[config.mk]
export PLATFORM = sky130hd
export DESIGN_NAME = spi_arbiter
export DESIGN_NICKNAME = d
export VERILOG_FILES = /design/src/rtl/spi_arbiter.sv
export SDC_FILE = /design/constraint.sdc
export NUM_CORES = 1
export LEC_CHECK = 0
export ABC_AREA = 1
export CAP_MARGIN = 10
export CORE_MARGIN = 3
export CORE_UTILIZATION = 31
export DETAILED_ROUTE_END_ITERATION = 12
export DONT_BUFFER_PORTS = 1
export GPL_ROUTABILITY_DRIVEN = 0
export HOLD_SLACK_MARGIN = 0.02
export SETUP_SLACK_MARGIN = 0.05
export SLEW_MARGIN = 15
export SYNTH_ARGS = -nofsm -noshare
export SYNTH_HDL_FRONTEND = slang
export SYNTH_SLANG_ARGS = --single-unit
[constraint.sdc]
create_clock -name clk -period 2.56 [get_ports clk]
set_input_delay 0.256 -clock clk [delete_from_list [all_inputs] [get_ports clk]]
set_output_delay 0.256 -clock clk [all_outputs]
set_load 0.005 [all_outputs]
[src/rtl/spi_arbiter.sv]
// rtl/spi_arbiter.sv - two-requester round-robin arbiter in front of a shared SPI byte transmitter
//
// Ports:
//   clk       in   system clock, all state on the rising edge
//   reset_n   in   asynchronous active-low reset
//   req[1:0]  in   per-requester transfer request, held until its done pulse
//   data0     in   byte offered by requester 0
//   data1     in   byte offered by requester 1
//   gnt[1:0]  out  one-hot grant, high from grant until the transfer ends
//   done[1:0] out  one-cycle completion pulse to the granted requester
//   tx_start  out  one-cycle start strobe to the transmitter
//   tx_data   out  byte latched at grant, held for the whole transfer
//   tx_busy   in   transmitter busy, blocks a new grant while high
//   tx_done   in   one-cycle end-of-byte pulse from the transmitter
//   err       out  sticky timeout flag, cleared only by reset

module spi_arbiter #(
    parameter int GAP_CYC = 2,
    parameter int TIMEOUT = 64
) (
    input  logic       clk,
    input  logic       reset_n,
    input  logic [1:0] req,
    input  logic [7:0] data0,
    input  logic [7:0] data1,
    output logic [1:0] gnt,
    output logic [1:0] done,
    output logic       tx_start,
    output logic [7:0] tx_data,
    input  logic       tx_busy,
    input  logic       tx_done,
    output logic       err
);

    localparam int TW = $clog2(TIMEOUT);
    localparam int GW = (GAP_CYC > 0) ? $clog2(GAP_CYC + 1) : 1;
    localparam logic [TW-1:0] TO_LAST  = TW'(TIMEOUT - 1);
    localparam logic [GW-1:0] GAP_LOAD = GW'(GAP_CYC);

    typedef enum logic [1:0] {
        S_IDLE  = 2'd0,
        S_START = 2'd1,
        S_WAIT  = 2'd2,
        S_GAP   = 2'd3
    } state_t;

    state_t        state_q;
    logic [1:0]    gnt_q;
    logic [1:0]    done_q;
    logic          tx_start_q;
    logic [7:0]    tx_data_q;
    logic          err_q;
    logic          ptr_q;      // preferred requester when both request
    logic          src_q;      // requester owning the current transfer
    logic [TW-1:0] to_cnt_q;   // WAIT cycles elapsed without tx_done
    logic [GW-1:0] gap_cnt_q;  // GAP cycles still to spend

    // Winner if a grant happens this cycle: a lone requester always wins,
    // a tie goes to the round-robin pointer.
    logic pick_d;

    always_comb begin
        pick_d = 1'b0;
        if (req == 2'b11) begin
            pick_d = ptr_q;
        end else begin
            pick_d = req[1];
        end
    end

    always_ff @(posedge clk or negedge reset_n) begin
        if (!reset_n) begin
            state_q    <= S_IDLE;
            gnt_q      <= 2'b00;
            done_q     <= 2'b00;
            tx_start_q <= 1'b0;
            tx_data_q  <= 8'h00;
            err_q      <= 1'b0;
            ptr_q      <= 1'b0;
            src_q      <= 1'b0;
            to_cnt_q   <= '0;
            gap_cnt_q  <= '0;
        end else begin
            // Strobes default low so each is high for exactly one cycle.
            tx_start_q <= 1'b0;
            done_q     <= 2'b00;

            case (state_q)
                S_IDLE: begin
                    if ((req != 2'b00) && !tx_busy) begin
                        src_q     <= pick_d;
                        gnt_q     <= pick_d ? 2'b10 : 2'b01;
                        tx_data_q <= pick_d ? data1 : data0;
                        state_q   <= S_START;
                    end
                end

                S_START: begin
                    tx_start_q <= 1'b1;
                    to_cnt_q   <= '0;
                    state_q    <= S_WAIT;
                end

                S_WAIT: begin
                    // A tx_done coinciding with the last timeout cycle counts
                    // as a completion, so it is tested first.
                    if (tx_done || (to_cnt_q == TO_LAST)) begin
                        if (tx_done) begin
                            done_q <= src_q ? 2'b10 : 2'b01;
                        end else begin
                            err_q <= 1'b1;
                        end
                        gnt_q <= 2'b00;
                        ptr_q <= ~src_q;
                        if (GAP_CYC == 0) begin
                            state_q <= S_IDLE;
                        end else begin
                            gap_cnt_q <= GAP_LOAD;
                            state_q   <= S_GAP;
                        end
                    end else begin
                        to_cnt_q <= to_cnt_q + TW'(1);
                    end
                end

                S_GAP: begin
                    if ((gap_cnt_q == GW'(1)) || (gap_cnt_q == '0)) begin
                        gap_cnt_q <= '0;
                        state_q   <= S_IDLE;
                    end else begin
                        gap_cnt_q <= gap_cnt_q - GW'(1);
                    end
                end

                default: begin
                    state_q <= S_IDLE;
                    gnt_q   <= 2'b00;
                end
            endcase
        end
    end

    assign gnt      = gnt_q;
    assign done     = done_q;
    assign tx_start = tx_start_q;
    assign tx_data  = tx_data_q;
    assign err      = err_q;

endmodule

# Word level (Yosys, flattened, before mapping)
# Index checks and enable logic that the tools add are counted.
# totals
output_inout_bits	14
inputBits	22
regBits	26
elab_cells	61
# op_classes
n_addsub	2
reduce_logical	17
mux	20
n_eq_ne	10
bitwise_logic	2
# ops
op	count
two-way mux 2 bit	12
case mux 6 bit (2 select lines)	1
AND reduction 3 bit	3
two-way mux 8 bit	1
inequality test 2 bit, second input constant	4
case mux 2 bit (2 select lines)	2
case mux 2 bit (4 select lines)	1
AND reduction 2 bit	4
nonzero test 2 bit	4
adder 6 x 1 -> 6 bit, second input constant	1
equality test 2 bit, second input constant	3
equality test 6 bit, second input constant	1
two-way mux 6 bit	1
equality test 2 x 1 -> 1 bit, second input constant	2
zero test 2 bit	2
logical OR 1 bit	2
two-way mux 1 bit	2
NOT 1 bit	2
subtractor 2 x 1 -> 2 bit, second input constant	1
logical AND 1 bit	1
zero test 1 bit	1

# Depth between registers and ports, before layout
# Gate-level depths: netlist of the first run.
# logic_depth
word_depth	5
mapped_depth	8

# Worst setup path before layout of the first run
# OpenSTA, ideal clock, no wires.
# synth_timing
path_type	reg-to-reg
startpoint	register state_q[0]
endpoint	register gnt_q[0], in the netlist gnt[0]
setup_time_ns	0.116
path_buffers	1
slack_ns	1.197
t_required_ns	2.444
synth_period_minus_slack_ns	1.363
stages_incl_launch_ff	8
t_arrival_ns	1.247
path_cell_list	dfrtp_1 inv_1 ha_1 nand2_1 o21bai_4 buf_6 nand3_1 nand2_1
# synth_between
elab_chain_len	3
elab_cells_between_ends	7
cone_classes	eq/ne: 3; mux: 1; reduce/logical: 3
# synth_lines
element	line	text
start, declared	47	state_t state_q;
start signal, assigned	73	state_q <= S_IDLE;
start signal, assigned	94	state_q <= S_START;
start signal, assigned	101	state_q <= S_WAIT;
equality test 2 bit / zero test 2 bit (equally long branches)	88	case (state_q)
inequality test 2 bit (no source line) / nonzero test 2 bit (equally long branches)	-	
AND reduction 3 bit (no source line)	-	
end signal, assigned	92	gnt_q <= pick_d ? 2'b10 : 2'b01;
end, declared	48	logic [1:0] gnt_q;
# Several ways; a longest one is shown, not always the timed one.
# A chain may end at the register's enable or synchronous reset.

# Worst setup path after layout of the first run
# layout_timing
startpoint	register state_q[0]
endpoint	register to_cnt_q[3]
# layout_between
elab_chain_len	3
elab_cells_between_ends	6
cone_classes	eq/ne: 3; mux: 1; reduce/logical: 2
# layout_lines
element	line	text
equality test 2 bit / equality test 2 x 1 -> 1 bit (equally long branches)	88	
inequality test 2 bit (no source line) / nonzero test 2 bit (equally long branches)	-	
AND reduction 2 bit (no source line)	-	
end signal, assigned	122	to_cnt_q <= to_cnt_q + TW'(1);
end, declared	55	logic [TW-1:0] to_cnt_q;
# Several ways; a longest one is shown, not always the timed one.

==> results of run 1 <==
==> worst max-delay path, delay by kind of cell (launching register included) <==
| kind | cells | cell delay, ns |
|---|---|---|
| and+or+nand+nor | 4 | 0.48 |
| buffers and inverters | 2 | 0.29 |
| adders and majority gates | 1 | 0.30 |
| DFF | 1 | 0.42 |
==> state kept, by name, summed over array words and instances, names as in the netlist <==
register,count
state_q,2
tx_start,1
tx_data,8
ptr_q,1
gap_cnt_q,2
err,1
done,2
gnt,2
to_cnt_q,6
src_q,1
==> worst min-delay path by stage <==
stage                    to     from  slack (ns)  cells after the start
6_report            done[1]  tx_done        0.16                      2
4_1_cts             done[1]  tx_done        0.16                      2
3_3_place_gp       tx_start  reset_n       -0.04                      0
3_5_place_dp   gap_cnt_q[1]  reset_n       -0.04                      0
5_1_grt             done[1]  tx_done        0.18                      2
2_1_floorplan       done[0]  reset_n       -0.04                      0
==> report_power, final <==
part / switching, mW / leakage, nW / total, mW / internal, mW
combinational: 0.350 / 0.439 / 0.571 / 0.221
sequential: 0.127 / 0.336 / 0.689 / 0.562
clock: 0.127 / 0.0357 / 0.336 / 0.209
==> metrics by stage <==
step | setup slack [ns] | total power, mW | hold WS (ns)
floorplan | 1.20 | 1.13 | -0.0396
global placement | 1.04 | 1.26 | -0.0382
detailed placement | 0.991 | 1.26 | -0.0385
CTS | 0.968 | 1.63 | 0.157
global route | 0.747 | 1.75 | 0.181
finish | 0.980 | 1.60 | 0.163
==> cell usage after synthesis (all sizes together) <==
cell type / count
a21boi: 1
a21o: 1
a21oi: 3
buf: 2
clkinv: 1
dfrtp: 26
ha: 6
inv: 12
nand2: 83
nand3: 13
nand3b: 1
nand4: 4
nor2: 12
nor3: 2
nor3b: 1
o21ai: 5
o21bai: 2
or2: 2
==> cell type report <==
type	instances	area, um2
clock buffer	3	41.3
clock inverter	1	30.0
fill	438	2610
inverter	13	48.8
multi-input combinational	136	666
sequential	26	651
tap	50	62.6
timing repair buffer	3	37.5
==> metal layers <==
layer	GRT usage, %	wire length, um	up-vias	share of wire, %
met5	0	0	-	0
met3	2.62	160	2	5.8
li1	-	-	571	-
met2	17.0	1370	25	50
met1	15.2	1190	518	43
met4	3.69	30	0	1.1
==> repair_timing <==
action,CTS,global route
hold buffers,2,0
endpoints found under the hold margin,26,0
resized for setup,0,0
==> layout by cell type, fill, tap and decap left out <==
cell,synthesis,layout
nand2_4,1,1
nor2_1,12,12
dlygate4sd3_1,0,1
clkbuf_8,0,3
or2_2,2,2
o21ai_0,5,5
nor3_1,2,2
buf_4,0,1
clkinv_1,1,1
o21bai_4,1,1
buf_12,0,1
nand3_1,10,10
ha_1,6,6
nand3_2,3,3
a21boi_0,1,1
bufinv_16,0,1
o21bai_1,1,1
nand4_1,4,4
nand3b_1,1,1
dfrtp_1,26,26
a21oi_1,3,3
nand2_2,1,1
inv_1,12,12
a21o_1,1,1
nand2_1,81,81
nor3b_1,1,1
==> logic make-up (layout without fill, tap and decap cells) <==
family,count (synthesis),count (layout),share of synthesized area (%)
adder cells (fa/ha/maj),6,6,5.43
buffers and inverters,15,20,4.71
flip-flops,26,26,47.1
AO/OA/AOI/OAI,12,12,5.89
AND/OR/NAND/NOR,118,118,36.9
==> run metrics, run 1 <==
Inst Count DP=226; CP cell instances=inv_1, ha_1, inv_1, nand2_1, nand2_1, nand2_1, nand2_1; CTS tree=done; Critical Setup Path Class=reg -> reg; Num CTS Buffers=3; Area Growth Syn to Fin=11.2%; first-pass GRT wire length=between 4000 and 5000 um; final hold viol count=0; Startpoint Class=flop; Std-Cell Rows=23; most used cell, CP=nand2_1; Clock Pin Slew Worst Setup and Hold Paths=~0.090 ns; Synth top area share=47.1%; vias in the first global route=approximately 1000; fin cells=approximately 230; final worst path period share=roughly three fifths; R2R cell count=7; routed vias=around 1100; Slew Limit Headroom=a little under 80%; Hold Path Class=in -> reg; H-tree depth reported by CTS=1; CP startpoint=state_q[0]; max_cap viols=0; Avg Cell Area, Syn=7.80 um2; slowest CP cell=dfrtp_1; post-DR vias/cell=just under 5; library cells used by synthesis=23; data required time of the worst path=between 2 and 3 ns; Least-Margin Pin Slew=between 0.3 and 0.4 ns; Max FO, Critical Path=8; Setup crit end kind=flop; number of buffers added on ports=0; CP max stage delay=approximately 0.42 ns; die height=between 70 and 80 um; Clk Latency, worst-skew pair=around 0.27 ns; WL/cell=~12 um; RSZ-0062 raised after global routing=false; setup tns final=0 ns; Detailed Place HPWL=between 2000 and 2500 um; design area=around 1500 um2; synth top area cells=dfrtp_1 (47%), nand2_1 (22%), ha_1 (5.4%); initial antenna violation count=0; fmax=around 630 MHz; final setup vio count=0; RR Endpoint=to_cnt_q[3]; Final nets=approximately 210; Tmin final=about 1.6 ns; Syn Inst Count=around 180; share of the yosys chip area belonging to registers=between 40% and 50%; antenna-violating nets left=0; largest area contributor in the netlist=dfrtp_1; first-pass iteration count of the detailed router=4; Max IR drop VDD=0.332 mV; Layout Skew=approximately 0.0022 ns; DRT iter0 DRCs=between 60 and 70; P_leak=a little over 0.8 nW; Total Wirelength=2750 um; Clock Sinks=26; syn nets=about 210; DRC Markers=0; floorplan core area=~4100 um2; Total GRT Usage=approximately 11%; Pwr Density=between 1000 and 1500 nW/um2; synthesized cell area=1380 um2; Post-CTS Setup Bufs=0; layout cell share with drive strength beyond 1=roughly 7.7%; Root Driver=clkbuf_8; io pins=36; count of final max-slew check failures=0; total global routing overflow=0; initial core utilization=between 30% and 40%; Layout Utilization=between 30% and 40%; Cell Area, Placed=about 1400 um2; reg-to-reg critical path startpoint=state_q[0]; die area=~5300 um2; synthesized flop and latch total=26; CP endpoint=to_cnt_q[3]; flop-to-flop setup slack=between 0.9 and 1 ns; die width=72.8 um; largest net degree at the start of global routing=27; yosys warns=0; WP data arrival=roughly 1.7 ns; Inserted Diodes=0; status=finished, final reports clean; deepest clock path buffer count=2
(Power assumes the default switching activity.)
==> run 2, diff against run 1 <==
Clock period 2.56 ns to 1.7 ns, I/O delays scaled along.
==> run metrics, run 2 (same netlist as run 1, synthesis figures left out) <==
first-pass iteration count of the detailed router=4 (unchanged); Int Power=1.52 mW (was 0.992 mW); deepest clock path buffer count=2 (unchanged); die width=72.8 um (unchanged); R2R cell count=6 (was 7); setup slack at placement=0.124 ns (was 0.991 ns); data required time of the worst path=1.85 ns (was 2.72 ns); power consumption=2.44 mW (was 1.60 mW); Hold Path Class=in -> reg (unchanged); Root Driver=clkbuf_8 (unchanged); Multi-input gate area=683 um2 (was 666 um2); Inst Count DP=227 (was 226); routed vias=1077 (was 1116); H-tree depth reported by CTS=1 (unchanged); Combinational Power Share=36.5% (was 35.7%); floorplan core area=4140 um2 (unchanged); sw frac=37.8% (about the same); Detailed Place HPWL=2090 um (was 2110 um); antenna-violating nets left=0 (unchanged); Max IR drop VDD=0.387 mV (was 0.332 mV); WL/cell=11.6 um (was 11.9 um); Pwr Density=1560 nW/um2 (was 1040 nW/um2); total global routing overflow=0 (unchanged); final setup vio count=0 (unchanged); largest net degree at the start of global routing=27 (unchanged); Clock Pin Slew Worst Setup and Hold Paths=0.09 ns (about the same); die height=72.8 um (unchanged); P_leak=0.816 nW (was 0.810 nW); number of buffers added on ports=0 (unchanged); DRC Markers=0 (unchanged); die area=5290 um2 (unchanged); WP data arrival=1.67 ns (was 1.74 ns); Max FO, Critical Path=12 (was 8); Hold Path Stages=2 (unchanged); initial core utilization=33.3% (unchanged); Final nets=212 (was 211); Final WS setup=0.182 ns (was 0.980 ns); Clock Sinks=26 (unchanged); Inserted Diodes=0 (unchanged); status=finished, final reports clean (unchanged); Total Wirelength=2710 um (was 2750 um); fmax=659 MHz (was 633 MHz); clock share of power=20.7% (was 21.1%); Slew Limit Headroom=77.1% (was 79.2%); Critical Setup Path Class=reg -> reg (unchanged); Tmin final=1.52 ns (was 1.58 ns); first-pass GRT wire length=4640 um (was 4690 um); Largest register FFs=8 (unchanged); Switch Pwr=0.921 mW (was 0.604 mW); final worst path period share=89.3% (was 61.7%); vias in the first global route=1027 (was 1046); Startpoint Class=flop (unchanged); FF+latch area=651 um2 (unchanged); most frequent cells in the layout=nand2_1 (80), dfrtp_1 (26), inv_1 (12) (was nand2_1 (81), dfrtp_1 (26), inv_1 (12), nor2_1 (12), nand3_1 (10)); layout cell share with drive strength beyond 1=9.84% (was 7.69%); most common cell after layout, fill and taps aside=nand2_1 (unchanged); CTS tree=done (unchanged); Area Growth Syn to Fin=13.0% (was 11.2%); Clk Latency, worst-skew pair=0.27 ns (about the same); part of the power in registers=42.8% (was 43.2%); io pins=36 (unchanged); max_cap viols=0 (unchanged); filler cell count=429 (was 438); count of final max-slew check failures=0 (unchanged); Setup crit end kind=flop (unchanged); fin cells=233 (was 232); initial antenna violation count=0 (unchanged); Least-Margin Pin Slew=0.343 ns (was 0.312 ns); RSZ-0062 raised after global routing=false (unchanged); setup tns final=0 ns (unchanged); DRT iter0 DRCs=72 (was 64); Layout Skew=0.00383 ns (was 0.00218 ns); final hold viol count=0 (unchanged); Std-Cell Rows=23 (unchanged); Num CTS Buffers=3 (unchanged); post-DR vias/cell=4.62 (was 4.81); Total GRT Usage=11.0% (unchanged)
## run 2: cell types whose count changed in the layout (fill, tap and decap cells not counted), sizes merged
cell	before	now
buf	2	3
## run 2: worst max-delay path, cell delays in order (launching register included)
cell	delay, ns
dfrtp_1	0.41
ha_1	0.22
nand3_2	0.12
o21bai_4	0.32
nand2_1	0.16
nand2_1	0.08
o21ai_0	0.08
## run 2: per-layer routing
layer | vias up | share of wire [%] | global-route usage (%)
li1 | 570 | - | -
met1 | 490 | 46 | 15.1
met5 | - | 0 | 0
met3 | 2 | 5.0 | 2.89
met4 | 0 | 0.96 | 4.30
met2 | 15 | 48 | 16.6
## run 2: path summary, 6_finish.rpt
| check | from | end | slack, ns |
|---|---|---|---|
| setup / recovery | to_cnt_q[0] | gap_cnt_q[1] | 0.18 |
| hold / removal | tx_done | done[1] | 0.07 |
| setup reg to reg | to_cnt_q[0] | gap_cnt_q[1] | 0.18 |
| hold reg to reg | src_q | done[0] | 0.47 |
| max in group asynchronous | reset_n | to_cnt_q[3] | 1.23 |
| min in group asynchronous | reset_n | tx_data[0] | 0.32 |
## run 2: final cells by class
type	count	area share, %
timing repair buffer	4	2.88
multi-input combinational	136	43.7
tap	50	4.01
clock inverter	1	1.92
clock buffer	3	2.64
inverter	13	3.12
sequential	26	41.7
## run 2: power by group through the flow
| stage | Combinational [mW] | Clock (mW) | Sequential, mW |
|---|---|---|---|
| finish | 0.889 | 0.504 | 1.04 |
| global route | 1.05 | 0.548 | 1.09 |
| CTS | 0.872 | 0.522 | 1.05 |
| detailed placement | 0.841 | 0 | 1.06 |
| global placement | 0.843 | 0 | 1.05 |
| floorplan | 0.703 | 0 | 0.998 |
## run 2: what timing repair did
item,4_1_cts,5_1_grt
buffers inserted,0,0
setup endpoints to repair,0,11
gates resized for setup,0,4
hold endpoints to repair,26,0
hold buffers,2,0
## run 2: stage by stage
stage,util (%),hold slack [ns],cell area [um2]
2_1_floorplan,-,-0.126,1380
3_3_place_gp,34.8,-0.124,1440
3_5_place_dp,34.8,-0.124,1440
4_1_cts,37.3,0.0632,1540
5_1_grt,37.7,0.0887,1560
6_report,37.7,0.0721,1560
